$ cat src/rtl/cop0_sequencer.sv
// -----------------------------------------------------------------------------
// cop0_sequencer
//
// Sequences interrupt entry and ERET exit around coprocessor 0 and arbitrates
// the CP0 register port between the CPU (mtc0/mfc0) and the sequencer itself.
//
// Interrupt entry: IDLE -> DRAIN (fetch stalled while in-flight instructions
// retire) -> TAKE (one-cycle entry pulse, flush, redirect to HANDLER_VECTOR).
// ERET exit: IDLE -> ERET_EPC (read EPC) -> ERET_ST (read status) -> ERET_WR
// (write status with bit 0 set, flush, redirect to EPC).
//
// Parameters
//   HANDLER_VECTOR   fetch target on interrupt entry
//   DRAIN_LIMIT      DRAIN cycles after which entry is forced (>= 1)
//
// Ports
//   Clock, Reset          rising-edge clock, synchronous active-high reset
//   Enable                global advance; low freezes every register
//   InterruptRequest      interrupt pending from CP0 (level)
//   CommitValid/CommitPC  retiring instruction and its PC
//   InDelaySlot           retiring instruction sits in a branch delay slot
//   EretCommit            ERET retiring (single-cycle pulse)
//   CpuAddress/CpuDataIn/CpuDataInEnable   CPU side of the CP0 port
//   Cop0DataOut           CP0 read data
//   CpuGrant              CPU owns the CP0 port (CPU stalls mtc0/mfc0 if low)
//   Cop0Address/Cop0DataIn/Cop0DataInEnable   muxed CP0 port
//   InterruptHandled      one-cycle entry pulse to CP0
//   InterruptedPC         restart PC handed to CP0 (holds last value)
//   StallFetch/Flush/FetchRedirect/RedirectPC   pipeline control
//
// Handshake: there is no valid/ready pair here. CpuGrant is a pure ownership
// flag: while it is high the CPU request passes straight through in the same
// cycle; while it is low the CPU must hold its request and the strobe is
// blocked.
//
// Build option
//   COP0_SEQ_DELAY_SLOT_EN  defined: a delay-slot commit during DRAIN enters
//                           TAKE with restart PC = CommitPC - 4 (the branch).
//                           undefined: delay-slot commits never end DRAIN.
// -----------------------------------------------------------------------------
module cop0_sequencer #(
   parameter logic [31:0] HANDLER_VECTOR = 32'h0000_0180,
   parameter int unsigned DRAIN_LIMIT    = 8
) (
   input  logic        Clock,
   input  logic        Reset,
   input  logic        Enable,
   input  logic        InterruptRequest,
   input  logic        CommitValid,
   input  logic [31:0] CommitPC,
   input  logic        InDelaySlot,
   input  logic        EretCommit,
   input  logic [4:0]  CpuAddress,
   input  logic [31:0] CpuDataIn,
   input  logic        CpuDataInEnable,
   input  logic [31:0] Cop0DataOut,
   output logic        CpuGrant,
   output logic [4:0]  Cop0Address,
   output logic [31:0] Cop0DataIn,
   output logic        Cop0DataInEnable,
   output logic        InterruptHandled,
   output logic [31:0] InterruptedPC,
   output logic        StallFetch,
   output logic        Flush,
   output logic        FetchRedirect,
   output logic [31:0] RedirectPC
);

   localparam int unsigned CNT_W = $clog2(DRAIN_LIMIT + 1);

   localparam logic [4:0] EPC_ADDR    = 5'd4;
   localparam logic [4:0] STATUS_ADDR = 5'd12;

   typedef enum logic [2:0] {
      IDLE     = 3'd0,
      DRAIN    = 3'd1,
      TAKE     = 3'd2,
      ERET_EPC = 3'd3,
      ERET_ST  = 3'd4,
      ERET_WR  = 3'd5
   } state_e;

   state_e             state_q, state_d;
   logic [CNT_W-1:0]   drain_cnt_q, drain_cnt_d;
   logic [31:0]        last_pc_q, last_pc_d;
   logic [31:0]        epc_q, epc_d;
   logic [31:0]        status_q, status_d;
   logic [31:0]        interrupted_pc_q, interrupted_pc_d;
   logic [31:0]        redirect_pc_q, redirect_pc_d;

   // A commit that may end DRAIN, and the restart PC it implies.
   logic               commit_take;
   logic [31:0]        commit_restart_pc;

   always_comb begin
      commit_take       = CommitValid && !InDelaySlot;
      commit_restart_pc = CommitPC;
`ifdef COP0_SEQ_DELAY_SLOT_EN
      // Restart at the branch so it re-executes together with its slot.
      if (CommitValid && InDelaySlot) begin
         commit_take       = 1'b1;
         commit_restart_pc = CommitPC - 32'd4;
      end
`endif
   end

   // Next-state and capture logic. Nothing moves while Enable is low.
   always_comb begin
      state_d          = state_q;
      drain_cnt_d      = drain_cnt_q;
      last_pc_d        = last_pc_q;
      epc_d            = epc_q;
      status_d         = status_q;
      interrupted_pc_d = interrupted_pc_q;
      redirect_pc_d    = redirect_pc_q;

      if (Enable) begin
         if (CommitValid) begin
            last_pc_d = CommitPC;
         end
         drain_cnt_d = '0;

         case (state_q)
            IDLE: begin
               if (EretCommit) begin
                  state_d = ERET_EPC;
               end else if (InterruptRequest) begin
                  state_d = DRAIN;
               end
            end

            DRAIN: begin
               drain_cnt_d = drain_cnt_q + 1'b1;
               if (commit_take) begin
                  state_d          = TAKE;
                  interrupted_pc_d = commit_restart_pc;
                  redirect_pc_d    = HANDLER_VECTOR;
               end else if (!InterruptRequest) begin
                  // Software masked the request while draining: back off.
                  state_d = IDLE;
               end else if (drain_cnt_q == CNT_W'(DRAIN_LIMIT - 1)) begin
                  // Forced entry resumes after the most recent commit, which
                  // may be a delay-slot commit retiring in this very cycle.
                  state_d          = TAKE;
                  interrupted_pc_d = last_pc_d + 32'd4;
                  redirect_pc_d    = HANDLER_VECTOR;
               end
            end

            TAKE: begin
               state_d = IDLE;
            end

            ERET_EPC: begin
               epc_d   = Cop0DataOut;
               state_d = ERET_ST;
            end

            ERET_ST: begin
               status_d      = Cop0DataOut;
               redirect_pc_d = epc_q;
               state_d       = ERET_WR;
            end

            ERET_WR: begin
               state_d = IDLE;
            end

            default: begin
               state_d = IDLE;
            end
         endcase
      end
   end

   always_ff @(posedge Clock) begin
      if (Reset) begin
         state_q          <= IDLE;
         drain_cnt_q      <= '0;
         last_pc_q        <= '0;
         epc_q            <= '0;
         status_q         <= '0;
         interrupted_pc_q <= '0;
         redirect_pc_q    <= '0;
      end else begin
         state_q          <= state_d;
         drain_cnt_q      <= drain_cnt_d;
         last_pc_q        <= last_pc_d;
         epc_q            <= epc_d;
         status_q         <= status_d;
         interrupted_pc_q <= interrupted_pc_d;
         redirect_pc_q    <= redirect_pc_d;
      end
   end

   // Output decode from the registered state. While Reset is high the block
   // presents IDLE with the write strobe blocked, so an abandoned sequence
   // never emits an entry pulse or a CP0 write in the reset cycle.
   state_e out_state;

   always_comb begin
      out_state        = Reset ? IDLE : state_q;
      CpuGrant         = 1'b0;
      Cop0Address      = CpuAddress;
      Cop0DataIn       = CpuDataIn;
      Cop0DataInEnable = 1'b0;
      InterruptHandled = 1'b0;
      StallFetch       = 1'b0;
      Flush            = 1'b0;
      FetchRedirect    = 1'b0;

      case (out_state)
         IDLE: begin
            CpuGrant         = 1'b1;
            Cop0DataInEnable = CpuDataInEnable && !Reset;
         end
         DRAIN: begin
            CpuGrant         = 1'b1;
            Cop0DataInEnable = CpuDataInEnable;
            StallFetch       = 1'b1;
         end
         TAKE: begin
            InterruptHandled = 1'b1;
            Flush            = 1'b1;
            FetchRedirect    = 1'b1;
         end
         ERET_EPC: begin
            Cop0Address = EPC_ADDR;
            StallFetch  = 1'b1;
         end
         ERET_ST: begin
            Cop0Address = STATUS_ADDR;
            StallFetch  = 1'b1;
         end
         ERET_WR: begin
            // Bit 0 set restores the exception-level/enable bit on return.
            Cop0Address      = STATUS_ADDR;
            Cop0DataIn       = status_q | 32'd1;
            Cop0DataInEnable = 1'b1;
            Flush            = 1'b1;
            FetchRedirect    = 1'b1;
         end
         default: begin
            CpuGrant = 1'b0;
         end
      endcase
   end

   assign InterruptedPC = interrupted_pc_q;
   assign RedirectPC    = redirect_pc_q;

endmodule

$ cat config.mk
export PLATFORM = sky130hd
export DESIGN_NAME = cop0_sequencer
export DESIGN_NICKNAME = d
export VERILOG_FILES = /design/src/rtl/cop0_sequencer.sv
export SDC_FILE = /design/constraint.sdc
export NUM_CORES = 1
export LEC_CHECK = 0
export ABC_AREA = 1
export CAP_MARGIN = 40
export CORE_ASPECT_RATIO = 1.1
export CORE_MARGIN = 4
export CORE_UTILIZATION = 43
export CTS_BUF_LIST = sky130_fd_sc_hd__clkbuf_4
export CTS_CLUSTER_DIAMETER = 100
export DETAILED_ROUTE_END_ITERATION = 7
export PLACE_DENSITY = 0.8
export SLEW_MARGIN = 20
export SYNTH_ARGS = -nofsm -noshare
export SYNTH_HDL_FRONTEND = slang
export SYNTH_SLANG_ARGS = --single-unit
$ cat constraint.sdc
create_clock -name Clock -period 3.1 [get_ports Clock]
set_clock_uncertainty 0.2 [all_clocks]
set_input_delay 0.62 -clock Clock [delete_from_list [all_inputs] [get_ports Clock]]
set_output_delay 0.62 -clock Clock [all_outputs]
set_load 0.1 [all_outputs]
==> flow_metrics.tcl <==
set metrics [dict create \
    via_per_inst 5.16 \
    design.die.area_um2 20900 \
    setup_ws_ps 128 \
    irDropWorstVdd_v 0.000191 \
    grtUsageTotal_pct 23.5 \
    cp.arrival_ps 2150 \
    vias 8458 \
    layout-drive-gt1-share_pct 16.8 \
    nets 1493 \
    synth_nets 1306 \
    p_total_uw 4700 \
    die_y_um 151 \
    hp-class "flip-flop to flip-flop" \
    yosys-top-cells-count "nand2_1 (319), dfxtp_1 (166), a21oi_1 (148), o21ai_0 (123), inv_1 (106)" \
    post-cts-setup-buffers 0 \
    fill_cells 1696 \
    first_pass_iters 5 \
    cts_made_buffers 17 \
    place_congestion 0.881 \
    worstSetupPathType "flip-flop to output pin" \
    yosys_most_used_dff "dfxtp_1" \
    netlist.area_leader.share_pct 41.5 \
    fin_crit_ps 2970 \
    slew_viol_final 0 \
    required_ps 2280 \
    clk_pin_slew_worst_paths_ps 150 \
    synth_largest_area_cell "dfxtp_1" \
    cts_root_buf "clkbuf_4" \
    rows 52 \
    whs_ps 264 \
    critPathCaptureType "output pin" \
    async_flop_share_pct 0 \
    grt_antenna_before_repair 0 \
    die_x_um 138 \
    dp_hpwl_mm 18.0 \
    grt_pass1_wl_mm 40.2 \
    clk-insertion-delay-late_ps 600 \
    finalHoldViolCount 0 \
    synth_cell_types 33 \
    syn_avg_cell_area_um2 6.70 \
    syn-instance-count 1195 \
    leakage_uw 0.00461 \
    drc_errors 0 \
    core_area_um2 18300 \
    synth-seq-cells 166 \
    synth-edff-count 0 \
    initial_core_util_pct 43.6 \
    rsz0062_at_grt "false" \
    wl_mm 24.8 \
    postLayoutCellArea_um2 10900 \
    syn2layout_area_growth_pct 36.3 \
    port_buffers 215 \
    outcome "finished clean" \
    first_global_vias 7913 \
    ant_nets 0 \
    cts_tree "built" \
    post-route-util_pct 59.5 \
    ctsResizeCount 0 \
    grt_max_degree 66 \
    gr-total-overflow 0 \
    pin_count 216 \
    cts_sinks 166 \
    period_share_pct 95.9 \
    place_ws_ps -3.75 \
    critPathMaxFanout 65 \
    yosys_warnings 0 \
    antenna_cells 0 \
    yosysSeqAreaShare_pct 41.5 \
    setup_viol 0 \
    tightestPinTransition_ps 739 \
    syn_area_um2 8010 \
    fmax_mhz 336 \
    cts_max_path_buffers 2 \
    max-cap-violations 0 \
    hold_buffers 0 \
    powerDensity_nw_per_um2 430 \
    wl_per_cell_um 15.1 \
    max_slew_margin_pct 50.7 \
    startpoint_type "flip-flop" \
    yosys-top-cells-area "dfxtp_1 (42%), nand2_1 (15%), a21oi_1 (9.3%)" \
    h-tree-depth 4 \
    yosysMostFrequentCell "nand2_1" \
    postPlaceCellArea_um2 10600 \
    drtIter0Drc 509 \
]
cell type report:
cell class | count | area [um^2] | area share [%]
multi-input combinational | 840 | 3940 | 36.1
sequential | 166 | 3320 | 30.4
timing repair buffer | 242 | 2630 | 24.1
inverter | 115 | 437 | 4.00
tap | 243 | 304 | 2.79
clock inverter | 15 | 151 | 1.39
clock buffer | 17 | 128 | 1.17
critical path, stage by stage (launching register included):
cell     delay [ps]
dfxtp_1         370
inv_1           150
nand4_1         160
buf_12          230
o21ai_1         390
buf_12          230
cells by family after synthesis:
logic type               Yosys count  synth area share (%)
AO/OA/AOI/OAI                    295                  19.2
XOR/XNOR                          10                  1.19
adder cells (fa/ha/maj)            2                 0.312
buffers and inverters            189                  9.77
flip-flops                       166                  41.5
AND/OR/NAND/NOR                  533                  28.1
per-layer routing:
layer / GRT usage (%) / vias up / wire length, um
li1: - / 4217 / -
met1: 28.6 / 3891 / 10200
met2: 41.7 / 307 / 12300
met3: 4.86 / 43 / 1730
met4: 7.61 / 0 / 527
met5: 0 / - / 0
per-stage QoR:
step	instances	TNS [ps]
after CTS	1638	0
after detailed placement	1606	-3.75
after global routing	1638	0
after global placement	1606	0
final	1638	0
after floorplan	1195	-8210
where the power goes:
part | switching, uW | internal, uW
clock network | 902 | 369
registers | 31.9 | 2210
logic | 769 | 421
total | 1700 | 3000
path summary, 6_finish.rpt:
check                             from                        endpoint  slack, ps  cells past startpoint
min reg2reg  status_q[11]$_SDFFE_PP0P_       status_q[11]$_SDFFE_PP0P_        260                      2
max reg2reg    state_q[2]$_SDFFE_PP0P_  InterruptedPC[27]$_SDFFE_PP0P_        890                     11
min          status_q[11]$_SDFFE_PP0P_       status_q[11]$_SDFFE_PP0P_        260                      2
max            state_q[1]$_SDFFE_PP0P_                  Cop0DataIn[11]        130                      5
flip-flops by register name, summed over array words and instances, names as in the netlist:
name	flops
status_q	31
drain_cnt_q	4
InterruptedPC	32
RedirectPC	32
epc_q	32
state_q	3
last_pc_q	32
placed cells by master (no fill, tap or decap), types with 17 or more instances in the layout:
master / synthesis / final
nand2_1: 319 / 319
clkbuf_4: 0 / 17
dfxtp_1: 166 / 166
buf_12: 0 / 44
nand3_1: 55 / 55
clkdlybuf4s50_1: 0 / 106
buf_4: 2 / 91
inv_1: 106 / 106
o21ai_1: 3 / 27
nor2_1: 105 / 103
o21ai_0: 123 / 90
a21oi_1: 148 / 147
Power figures use the tool's default switching activity.
